File: src/rtl/shell_fire_ctrl.sv
// Two-player fire controller: turns button presses into one-hot, single-cycle fire
// pulses aimed at free shell slots, with round-robin slot choice and a shot cooldown.

module shell_fire_player #(
  parameter int unsigned COOLDOWN = 2_000_000,
  parameter int unsigned N_SLOT   = 5
) (
  input  logic              clk,
  input  logic              rst_n,
  input  logic              game_active,
  input  logic              fire_btn,
  input  logic [N_SLOT-1:0] slot_free,
  output logic [N_SLOT-1:0] fire,
  output logic              busy,
  output logic [7:0]        shots
);

  localparam int PW = (N_SLOT > 1) ? $clog2(N_SLOT) : 1;
  localparam logic [23:0] CNT_LOAD = 24'(COOLDOWN - 1);

  typedef enum logic {READY, COOL} state_t;

  state_t            r_state, w_state_nxt;
  logic [23:0]       r_cnt, w_cnt_nxt;
  logic [PW-1:0]     r_ptr, w_ptr_nxt;
  logic [7:0]        r_shots, w_shots_nxt;
  logic [N_SLOT-1:0] r_fire, w_fire_nxt;
  logic              r_btn_q;
  logic              w_edge;
  logic              w_any_free;
  logic [PW-1:0]     w_sel;

  assign w_edge     = fire_btn & ~r_btn_q;
  assign w_any_free = |slot_free;

  // Scan from the highest offset down so the slot closest to r_ptr is the last writer.
  always_comb begin
    int j;
    logic [PW-1:0] w_idx;
    j     = 0;
    w_idx = '0;
    w_sel = '0;
    for (int i = int'(N_SLOT) - 1; i >= 0; i--) begin
      j = int'(r_ptr) + i;
      if (j >= int'(N_SLOT)) j = j - int'(N_SLOT);
      w_idx = PW'(j);
      if (slot_free[w_idx]) w_sel = w_idx;
    end
  end

  // NOTE: every signal driven here gets a default first, so no path leaves it unassigned and no latch is inferred.
  always_comb begin
    w_state_nxt = r_state;
    w_cnt_nxt   = r_cnt;
    w_ptr_nxt   = r_ptr;
    w_shots_nxt = r_shots;
    w_fire_nxt  = '0;
    if (!game_active) begin
      w_state_nxt = READY;
      w_cnt_nxt   = '0;
      w_ptr_nxt   = '0;
      w_shots_nxt = '0;
    end else begin
      unique case (r_state)
        READY: begin
          if (w_edge && w_any_free) begin
            w_fire_nxt[w_sel] = 1'b1;
            w_cnt_nxt         = CNT_LOAD;
            w_state_nxt       = COOL;
            w_ptr_nxt         = (w_sel == PW'(N_SLOT - 1)) ? '0 : w_sel + 1'b1;
            w_shots_nxt       = (r_shots == 8'hFF) ? r_shots : r_shots + 8'd1;
          end
        end
        COOL: begin
          if (r_cnt == '0) w_state_nxt = READY;
          else             w_cnt_nxt   = r_cnt - 1'b1;
        end
        default: w_state_nxt = READY;
      endcase
    end
  end

  // NOTE: state registers use non-blocking assignments so every flop samples pre-edge values.
  always_ff @(posedge clk) begin
    if (!rst_n) begin
      r_state <= READY;
      r_cnt   <= '0;
      r_ptr   <= '0;
      r_shots <= '0;
      r_fire  <= '0;
      r_btn_q <= 1'b0;
    end else begin
      r_state <= w_state_nxt;
      r_cnt   <= w_cnt_nxt;
      r_ptr   <= w_ptr_nxt;
      r_shots <= w_shots_nxt;
      r_fire  <= w_fire_nxt;
      r_btn_q <= fire_btn;
    end
  end

  assign fire  = r_fire;
  assign busy  = (r_state == COOL);
  assign shots = r_shots;

endmodule

module shell_fire_ctrl #(
  parameter int unsigned COOLDOWN = 2_000_000,
  parameter int unsigned N_SLOT   = 5
) (
  input  logic              clk,
  input  logic              rst_n,
  input  logic              game_active,
  input  logic              fire_btn_1,
  input  logic              fire_btn_2,
  input  logic [N_SLOT-1:0] slot_free_1,
  input  logic [N_SLOT-1:0] slot_free_2,
  output logic [N_SLOT-1:0] fire_1,
  output logic [N_SLOT-1:0] fire_2,
  output logic              busy_1,
  output logic              busy_2,
  output logic [7:0]        shots_1,
  output logic [7:0]        shots_2
);

  shell_fire_player #(.COOLDOWN(COOLDOWN), .N_SLOT(N_SLOT)) u_p1 (
    .clk        (clk),
    .rst_n      (rst_n),
    .game_active(game_active),
    .fire_btn   (fire_btn_1),
    .slot_free  (slot_free_1),
    .fire       (fire_1),
    .busy       (busy_1),
    .shots      (shots_1)
  );

  shell_fire_player #(.COOLDOWN(COOLDOWN), .N_SLOT(N_SLOT)) u_p2 (
    .clk        (clk),
    .rst_n      (rst_n),
    .game_active(game_active),
    .fire_btn   (fire_btn_2),
    .slot_free  (slot_free_2),
    .fire       (fire_2),
    .busy       (busy_2),
    .shots      (shots_2)
  );

endmodule

File: config.mk
export PLATFORM = sky130hd
export DESIGN_NAME = shell_fire_ctrl
export DESIGN_NICKNAME = d
export VERILOG_FILES = /design/src/rtl/shell_fire_ctrl.sv
export SDC_FILE = /design/constraint.sdc
export NUM_CORES = 1
export LEC_CHECK = 0
export CAP_MARGIN = 20
export CORE_MARGIN = 2
export CORE_UTILIZATION = 64
export DETAILED_ROUTE_END_ITERATION = 12
export GPL_TIMING_DRIVEN = 0
export PLACE_DENSITY_LB_ADDON = 0.12
export SYNTH_ARGS = -nofsm -noshare
export SYNTH_HDL_FRONTEND = slang
export SYNTH_SLANG_ARGS = --single-unit
File: constraint.sdc
create_clock -name clk -period 9.7 [get_ports clk]
set_clock_uncertainty 0.2 [all_clocks]
set_input_delay 1.455 -clock clk [delete_from_list [all_inputs] [get_ports clk]]
set_output_delay 1.455 -clock clk [all_outputs]
set_load 0.05 [all_outputs]
== After elaboration in Yosys (flattened, before gate mapping) ==
Cells that the tools add are included.

* Register bits after elaboration: 84
* Bits in latches: 0
* RAM bits: 0
* Bits in read-only memories: 0
* Input port bits: 15
* Output and inout bits: 28
* Logic and storage cells: 155
* Memories kept: 0

* Add/sub/neg operators: 24
* Multiply operators: 0
* Div/mod/pow operators: 0
* Order comparisons: 24
* Equality and inequality tests: 8
* Shift operators: 0
* Multiplexer cells: 58
* Bitwise operators: 12
* Reductions and logical operators: 17

{| class="wikitable"
|+ Operators by type and width
! operator !! number
|-
| 24-bit 2-to-1 mux || 4
|-
| 24-bit one-hot mux with 2 select lines || 2
|-
| 3-bit 2-to-1 mux || 22
|-
| 24-bit logical NOT || 2
|-
| 3-bit by 4-bit < comparator with 1-bit output, second input constant || 12
|-
| 24-bit by 1-bit subtractor with 24-bit output, second input constant || 2
|-
| 4-bit by 3-bit >= comparator with 1-bit output, second input constant || 8
|-
| 1-bit binary-select mux with 3-bit select || 10
|-
| 3-bit subtractor, second input constant || 10
|-
| 3-bit by 2-bit adder with 4-bit output, second input constant || 4
|-
| 8-bit by 1-bit adder with 8-bit output, second input constant || 2
|-
| 8-bit equality test, second input constant || 2
|-
| 1-bit 2-to-1 mux || 16
|-
| 1-bit inverter || 10
|-
| 2-bit AND reduction || 5
|-
| 5-bit OR reduction || 2
|-
| 3-bit by 1-bit adder with 4-bit output, second input constant || 2
|-
| 3-bit by 3-bit adder with 4-bit output, second input constant || 2
|-
| 4-bit OR reduction || 2
|-
| 3-bit by 1-bit adder with 3-bit output, second input constant || 2
|-
| 1-bit demux with 3-bit select || 2
|-
| 3-bit equality test, second input constant || 2
|-
| 3-bit by 1-bit >= comparator with 1-bit output, second input constant || 2
|-
| 3-bit >= comparator, second input constant || 2
|-
| 6 further kinds || 14
|}

== Logic depth before layout (Yosys ltp) ==
Gate-level depths: netlist (run 1).

* Depth after elaboration: 14
* Depth in mapped cells: 17

== Cells and area by module ==
From an unflattened synthesis (run 1), not the netlist that was laid out.

* Cells, all modules: 711
* Area total of the unflattened synthesis: 5,866.9 um^2

{| class="wikitable"
|+ Modules (own cells, without submodules)
! module !! times used !! cells each !! area each (um^2) !! sequential area each (um^2)
|-
| shell_fire_player at u_p2 || 1 || 362 || 3,010.4 || 840.8
|-
| shell_fire_player at u_p1 || 1 || 349 || 2,856.5 || 840.8
|}

== Least setup slack after synthesis (run 1) ==
OpenSTA, ideal clock, no wires.

* Path type: register to register
* Start: register u_p2.r_ptr[0]
* End: register u_p2.r_ptr[0]
* Setup time: 0.121 ns
* Data arrival time: 3.599 ns
* Required time: 9.379 ns
* Path slack: 5.780 ns
* Stages on the path, launching flop included: 16
* Buffers on the path: 2
* Period minus slack after synthesis: 3.920 ns
* Cell sequence: dfxtp_1 -> clkbuf_1 -> inv_1 -> clkbuf_1 -> ha_1 -> ha_1 -> a21oi_2 -> nor4b_1 -> nor4_1 -> a31o_2 -> nand4_1 -> o2111ai_1 -> a221oi_1 -> ha_1 -> a21oi_1 -> a2bb2o_1

* Cells in the longest elaborated chain, start to end: 12
* Elaborated cells on any way between the ends: 37
* Classes of those cells: add/sub (10); order compare (5); eq/ne (1); mux (21)

{| class="wikitable"
|+ Ends and longest elaborated chain
! what !! RTL line !! source
|-
| start, declared || 25 || <nowiki>logic [PW-1:0] r_ptr, w_ptr_nxt;</nowiki>
|-
| start signal, assigned || 95 || <nowiki>r_ptr <= w_ptr_nxt;</nowiki>
|-
| 3-bit by 3-bit adder with 4-bit output || 44 || <nowiki>j = int'(r_ptr) + i;</nowiki>
|-
| 4-bit by 3-bit >= comparator with 1-bit output / 3-bit subtractor (equally long branches) || 45 || <nowiki>if (j >= int'(N_SLOT)) j = j - int'(N_SLOT);</nowiki>
|-
| 3-bit 2-to-1 mux || 45 ||
|-
| 1-bit binary-select mux with 3-bit select || 47 || <nowiki>if (slot_free[w_idx]) w_sel = w_idx;</nowiki>
|-
| 1-bit 2-to-1 mux (implied by the code) || 47 ||
|-
| 3-bit 2-to-1 mux (4 in a row) || 47 ||
|-
| 3-bit 2-to-1 mux (*) || 47 ||
|-
| 3-bit by 1-bit adder with 3-bit output / 3-bit equality test (equally long branches) || 70 || <nowiki>w_ptr_nxt = (w_sel == PW'(N_SLOT - 1)) ? '0 : w_sel + 1'b1;</nowiki>
|-
| 3-bit 2-to-1 mux (*) || 70 ||
|}

Mark *: on every way between the ends. The rest lies on a longest branch, timed or not. The select of a mux whose other input is x is not followed.
A chain may end at the register's enable or synchronous reset.

== Worst setup path after layout (run 1) ==
* Start: register u_p2.r_ptr[0]
* End: register u_p2.r_ptr[2]

Same word-level chain as after synthesis.

==> flow_metrics.tcl, run 1 <==
set metrics [dict create \
    multiInputGateArea_sq_um 3613 \
    io_pins 43 \
    fp.dieArea_sq_um 9370 \
    async_flop_share_pct 0 \
    holdPathEnd "u_p2.r_cnt[5]" \
    hold_class "reg2reg" \
    drive_gt1_share_pct 5.142 \
    cts_tree "done" \
    worstPathCellList "clkbuf_1 -> inv_1 -> clkbuf_1 -> ha_1 -> inv_1 -> fa_1 -> nor2_1 -> a2bb2oi_1 -> nor2_1 -> a32oi_1 -> o2111ai_1 -> a221oi_1 -> ha_1 -> nor3_1 -> a32oi_1 -> o31ai_1" \
    cp-end-kind "register" \
    dr.first_iter.drc_count 202 \
    worst-setup-path-type "reg2reg" \
    syn-num-nets 724 \
    avgViaCountPerCell 6.155 \
    post_dp_cell_area_sq_um 6043 \
    initial_core_util_pct 66.41 \
    grt_usage_pct 28.63 \
    cp.buffers_inverters 4 \
    synth-seq-cells 84 \
    nFillCells 633 \
    r2r_cells 16 \
    fmax_mhz 204.7 \
    stdcell_area_sq_um 6238 \
    antenna_cells 0 \
    antenna_left 0 \
    wl_um 13240 \
    slew_headroom_pct 49.45 \
    grt_max_degree 16 \
    clockRootBuffer "clkbuf_8" \
    ctsResizeCount 0 \
    row_count 33 \
    setup_viol 0 \
    synth_edf_count 0 \
    finalSetupTns_ns 0 \
    vias 5195 \
    cpPeakStageDelay_ns 0.70 \
    pre_cts_slack_ns 4.761 \
    max-vdd-ir-drop_mv 0.1209 \
    core_sq_um 8299 \
    p_leak_uw 0.002375 \
    grt_pass1_vias 5111 \
    arrival_ns 4.90 \
    post-route-min-period_ns 4.886 \
    synth_commonest_cells "91 x nor2_1, 84 x dfxtp_1, 51 x nand2_1, 45 x a21oi_1, 35 x xnor2_1" \
    cp_max_fo 11 \
    hp-start "u_p2.r_cnt[5]" \
    hold_buffers 0 \
    worst_ep_required_time_ns 9.71 \
    synthTopCellsByArea "dfxtp_1 31%, nor2_1 6.2%, xnor2_1 5.6%" \
    grt_overflow 0 \
    r2r-start "u_p2.r_ptr[0]" \
    cts_buffers 9 \
    cts.sink_count 84 \
    yosysTopAreaCellShare_pct 30.51 \
    clock_path_buffers 2 \
    ff2ff_setup_slack_ns 4.81 \
    antenna_found_initial 0 \
    hold_path_depth 1 \
    syn_inst 684 \
    die_w_um 96.80 \
    fin_nets 775 \
    postLayoutSetupSlackWorst_ns 4.814 \
    htreeDepth 3 \
    yosysSeqAreaShare_pct 30.51 \
    synthDistinctLibCells 72 \
    rsz0062_at_grt "no" \
    power.density_cell_area_nw_per_um2 144.8 \
    avgSynthCellArea_sq_um 8.058 \
    gp_congestion 0.9475 \
    syn_area_sq_um 5512 \
    grt_first_pass_wirelength_um 22950 \
    cts_setup_buffers 0 \
    yosysMostFrequentCell "nor2_1" \
    status "finished, final reports clean" \
    critPathSlowestCell "a221oi_1" \
    areaGrowthSynthToFinish_pct 13.19 \
    synth_area_leader_cell "dfxtp_1" \
    critPathLaunch "u_p2.r_ptr[0]" \
    r2r-end "u_p2.r_ptr[2]" \
    cp_top_family "compound AO/OA/AOI/OAI gates" \
    clock_latency_ns 0.36 \
    synth_flop_cell "dfxtp_1" \
    die_y_um 96.80 \
    dr.pass1.iters 5 \
    clkTransAtPathRegs_ns 0.08 \
    final-seq-area_sq_um 1682 \
    finalCritPeriodShare_pct 50.37 \
    worst_pin_slew_ns 0.7549 \
    dp_hpwl_um 9715 \
    drv_cap 0 \
    synth.yosys.warnings 0 \
    worstSetupStartpointType "register" \
    port_buffers 40 \
    routedWlPerCell_um 15.69 \
    drv_slew 0 \
    drc 0 \
    final_hold_viol_count 0 \
]
[sequential cells by signal, summed over array words and instances (netlist names)]
| register | count |
|---|---|
| u_p2.fire | 5 |
| u_p2.r_cnt | 24 |
| u_p2.r_ptr | 3 |
| u_p1.r_cnt | 24 |
| u_p2.busy | 1 |
| u_p1.shots | 8 |
| u_p1.r_btn_q | 1 |
| u_p1.busy | 1 |
| u_p1.fire | 5 |
| u_p2.r_btn_q | 1 |
| u_p2.shots | 8 |
| u_p1.r_ptr | 3 |
[where the power goes]
| group | leakage [uW] | switching, uW | internal (uW) |
|---|---|---|---|
| Combinational | 0.00160 | 168 | 114 |
| Clock | 0.0000927 | 129 | 120 |
| Sequential | 0.000682 | 13.7 | 358 |
| Total | 0.00238 | 311 | 592 |
[logic make-up after synthesis]
| group | share of synthesized area (%) |
|---|---|
| and+or+nand+nor | 26.92 |
| AOI/OAI and AO/OA | 17.32 |
| DFF | 30.51 |
| xor gates and xnor gates | 10.01 |
| buffers and inverters | 3.927 |
| adders and majority gates | 5.948 |
| muxes | 5.357 |
[cell type report]
| type | count | share of cell area (%) |
|---|---|---|
| inverter | 26 | 1.564 |
| timing repair buffer | 40 | 6.418 |
| buffer | 31 | 1.905 |
| tap | 105 | 2.106 |
| clock inverter | 6 | 1.143 |
| clock buffer | 9 | 1.986 |
| multi-input combinational | 543 | 57.92 |
| sequential | 84 | 26.96 |
[cell usage in the layout (no fill, tap or decap), types with 5 or more instances in the layout]
cell,netlist,layout
nor2_1,91,91
dfxtp_1,84,84
nand2_1,51,51
a21oi_1,45,45
clkdlybuf4s50_1,0,40
xnor2_1,35,35
nor3_1,28,28
xor2_1,28,28
clkbuf_1,27,27
inv_1,26,26
ha_1,23,23
mux2i_1,16,16
o21ai_0,16,16
nand3_1,15,15
nand4_1,13,13
nand2b_1,12,12
nor4_1,11,11
nor2b_1,10,10
clkbuf_8,0,9
o31ai_1,8,8
o211ai_1,7,7
a211oi_1,7,7
a21o_1,6,6
nor3b_1,6,6
and3_1,6,6
o22ai_1,6,6
and2_1,6,6
or3_1,6,6
or4_1,5,5
[layer usage]
metal,track usage (%),up-vias,part of all wire (%)
met4,8.992,0,1.2
met2,47.81,191,47
met5,0,-,0
li1,-,2556,-
met3,5.925,22,7.0
met1,37.19,2426,45
[worst max path at each step]
stage / slack [ns] / cells past startpoint / endpoint
floorplan: 5.78 / 15 / u_p2.r_ptr[0]
global placement: 4.82 / 9 / u_p2.r_ptr[0]
detailed placement: 4.76 / 10 / u_p2.r_ptr[2]
CTS: 4.91 / 16 / u_p2.r_ptr[2]
global route: 4.40 / 14 / u_p2.r_ptr[2]
finish: 4.81 / 16 / u_p2.r_ptr[2]
[stage by stage]
step                util, %  hold slack [ns]  std cells  total power, uW
floorplan                 -           0.2441        684            591.2
global placement      72.82           0.2615        829            644.8
detailed placement    72.82           0.2880        829            654.3
CTS                   75.17           0.2985        844            902.1
global route          75.17           0.3264        844            956.9
finish                75.17           0.2993        844            903.2
Note: power is estimated with default switching activity, not from simulation.
==> run 2: changes to the inputs <==
- CORE_UTILIZATION: 64 -> 59
- clock period: 9.7 -> 5.1 ns (I/O delays scaled with it)
==> flow_metrics.tcl, run 2 (same netlist as run 1, synthesis figures left out) <==
set metrics [dict create \
    dr.first_iter.drc_count 309 \
    drv_slew 0 \
    switching_power_uw 605.8 \
    internal_power_uw 1131 \
    p_sw_share_pct 34.88 \
    cp-end-kind "register" \
    routedWlPerCell_um 15.88 \
    drv_cap 0 \
    core_sq_um 9153 \
    avgViaCountPerCell 6.147 \
    fmax_mhz 211.7 \
    p_seq_share_pct 40.7 \
    dr.pass1.iters 5 \
    clock_latency_ns 0.37 \
    worstPathCellList "clkbuf_1 -> inv_1 -> clkbuf_1 -> ha_1 -> ha_1 -> a21oi_2 -> nor4b_1 -> nor4_1 -> a31o_2 -> nand4_1 -> o2111ai_1 -> a221oi_4 -> ha_1 -> a21oi_1 -> a2bb2o_1" \
    post-route-min-period_ns 4.723 \
    wl_met1_um 5917 \
    critPathSlowestCell "a221oi_4" \
    port_buffers 40 \
    cp_max_fo 11 \
    clock_path_buffers 2 \
    mostFrequentLayoutCells "91 x nor2_1, 84 x dfxtp_1, 51 x nand2_1, 45 x a21oi_1, 40 x clkdlybuf4s50_1" \
    finalPower_uw 1737 \
    fp.dieArea_sq_um 10130 \
    cp.buffers_inverters 3 \
    grt_first_pass_wirelength_um 22740 \
    grt_pass1_vias 4899 \
    vias 5231 \
    nFillCells 756 \
    worst_pin_slew_ns 0.7605 \
    grt_overflow 0 \
    io_pins 43 \
    worst_ep_required_time_ns 5.14 \
    max-vdd-ir-drop_mv 0.1762 \
    met2_wirelength_um 6447 \
    antenna_found_initial 0 \
    cts.sink_count 84 \
    fin_nets 775 \
    combPwrFrac_pct 31.4 \
    clockPowerShare_pct 27.8 \
    row_count 35 \
    drc 0 \
    reg_top3 "u_p1.r_cnt (24), u_p2.r_cnt (24)" \
    areaGrowthSynthToFinish_pct 13.69 \
    wl_met3_um 898 \
    arrival_ns 4.77 \
    cts_tree "done" \
    cpPeakStageDelay_ns 0.46 \
    slew_headroom_pct 49.08 \
    hold_class "reg2reg" \
    cts_buffers 9 \
    worstSetupStartpointType "register" \
    gp_congestion 0.9785 \
    p_leak_uw 0.002376 \
    setup_viol 0 \
    hold_buffers 0 \
    antenna_cells 0 \
    antenna_left 0 \
    status "finished, final reports clean" \
    htreeDepth 3 \
    wl_um 13510 \
    worst-setup-path-type "reg2reg" \
    die_y_um 100.7 \
    initial_core_util_pct 60.22 \
    post_dp_cell_area_sq_um 6051 \
    clockRootBuffer "clkbuf_8" \
    power.density_cell_area_nw_per_um2 277.2 \
    final_hold_viol_count 0 \
    top_layer "met4" \
    cp_top_family "compound AO/OA/AOI/OAI gates" \
    clkTransAtPathRegs_ns 0.08 \
    finalCritPeriodShare_pct 92.60 \
    final_common_cell "nor2_1" \
    drive_gt1_share_pct 5.270 \
    dp_hpwl_um 9715 \
    crit_top_cell "ha_1" \
    grt_usage_pct 27.36 \
    die_w_um 100.7 \
    cts_setup_buffers 0 \
    final_util_pct 68.46 \
    ctsResizeCount 0 \
    stdcell_area_sq_um 6266 \
    grt_max_degree 16 \
]
-- run 2: cell types whose count changed in the layout (fill, tap and decap cells not counted) --
cell	before	now
a221oi_4	0	1
clkbuf_1	27	28
inv_6	3	2
a221oi_1	1	0
clkinvlp_4	2	3
-- run 2: layout make-up --
cell class | instances | area (sq um) | share of cell area, %
clock buffer | 10 | 127.6 | 2.037
sequential | 84 | 1682 | 26.84
timing repair buffer | 40 | 400.4 | 6.390
inverter | 26 | 97.59 | 1.558
tap | 111 | 138.9 | 2.216
buffer | 31 | 118.9 | 1.897
multi-input combinational | 543 | 3631 | 57.95
clock inverter | 6 | 70.07 | 1.118
-- run 2: per-layer routing --
metal	vias to the layer above	GRT usage, %
li1	2566	-
met1	2431	37.05
met2	204	44.31
met3	30	4.438
met4	0	9.484
met5	-	0
-- run 2: worst reg2reg max path, cell delays in order (launching register included) --
cell       delay (ns)
dfxtp_1          0.41
clkbuf_1         0.37
inv_1            0.10
clkbuf_1         0.33
ha_1             0.35
ha_1             0.39
a21oi_2          0.33
nor4b_1          0.34
nor4_1           0.13
a31o_2           0.30
nand4_1          0.09
o2111ai_1        0.21
a221oi_4         0.47
ha_1             0.26
a21oi_1          0.06
a2bb2o_1         0.27
-- run 2: worst paths after layout --
kind,end,start,depth (start not counted),slack (ns)
setup / recovery,u_p2.r_ptr[0],u_p2.r_ptr[0],15,0.38
hold / removal,u_p2.r_cnt[5],u_p2.r_cnt[5],1,0.30
hold reg to reg,u_p2.r_cnt[5],u_p2.r_cnt[5],1,0.30
setup reg to reg,u_p2.r_ptr[0],u_p2.r_ptr[0],15,0.38
-- run 2: metrics by stage --
stage | setup TNS (ns) | setup WS [ns] | hold WS [ns] | cells
floorplan | 0 | 1.180 | 0.2441 | 684
global placement | 0 | 0.4236 | 0.2659 | 835
detailed placement | 0 | 0.2443 | 0.2727 | 835
CTS | 0 | 0.2100 | 0.2875 | 851
global route | -0.03209 | -0.03209 | 0.3257 | 851
finish | 0 | 0.3774 | 0.2963 | 851
-- run 2: power groups by stage --
stage,Combinational (uW),Clock (uW),Sequential [uW]
5_1_grt,598,523,712
3_3_place_gp,509,0,720
6_report,546,483,707
4_1_cts,527,489,707
2_1_floorplan,394,0,730
3_5_place_dp,522,0,722
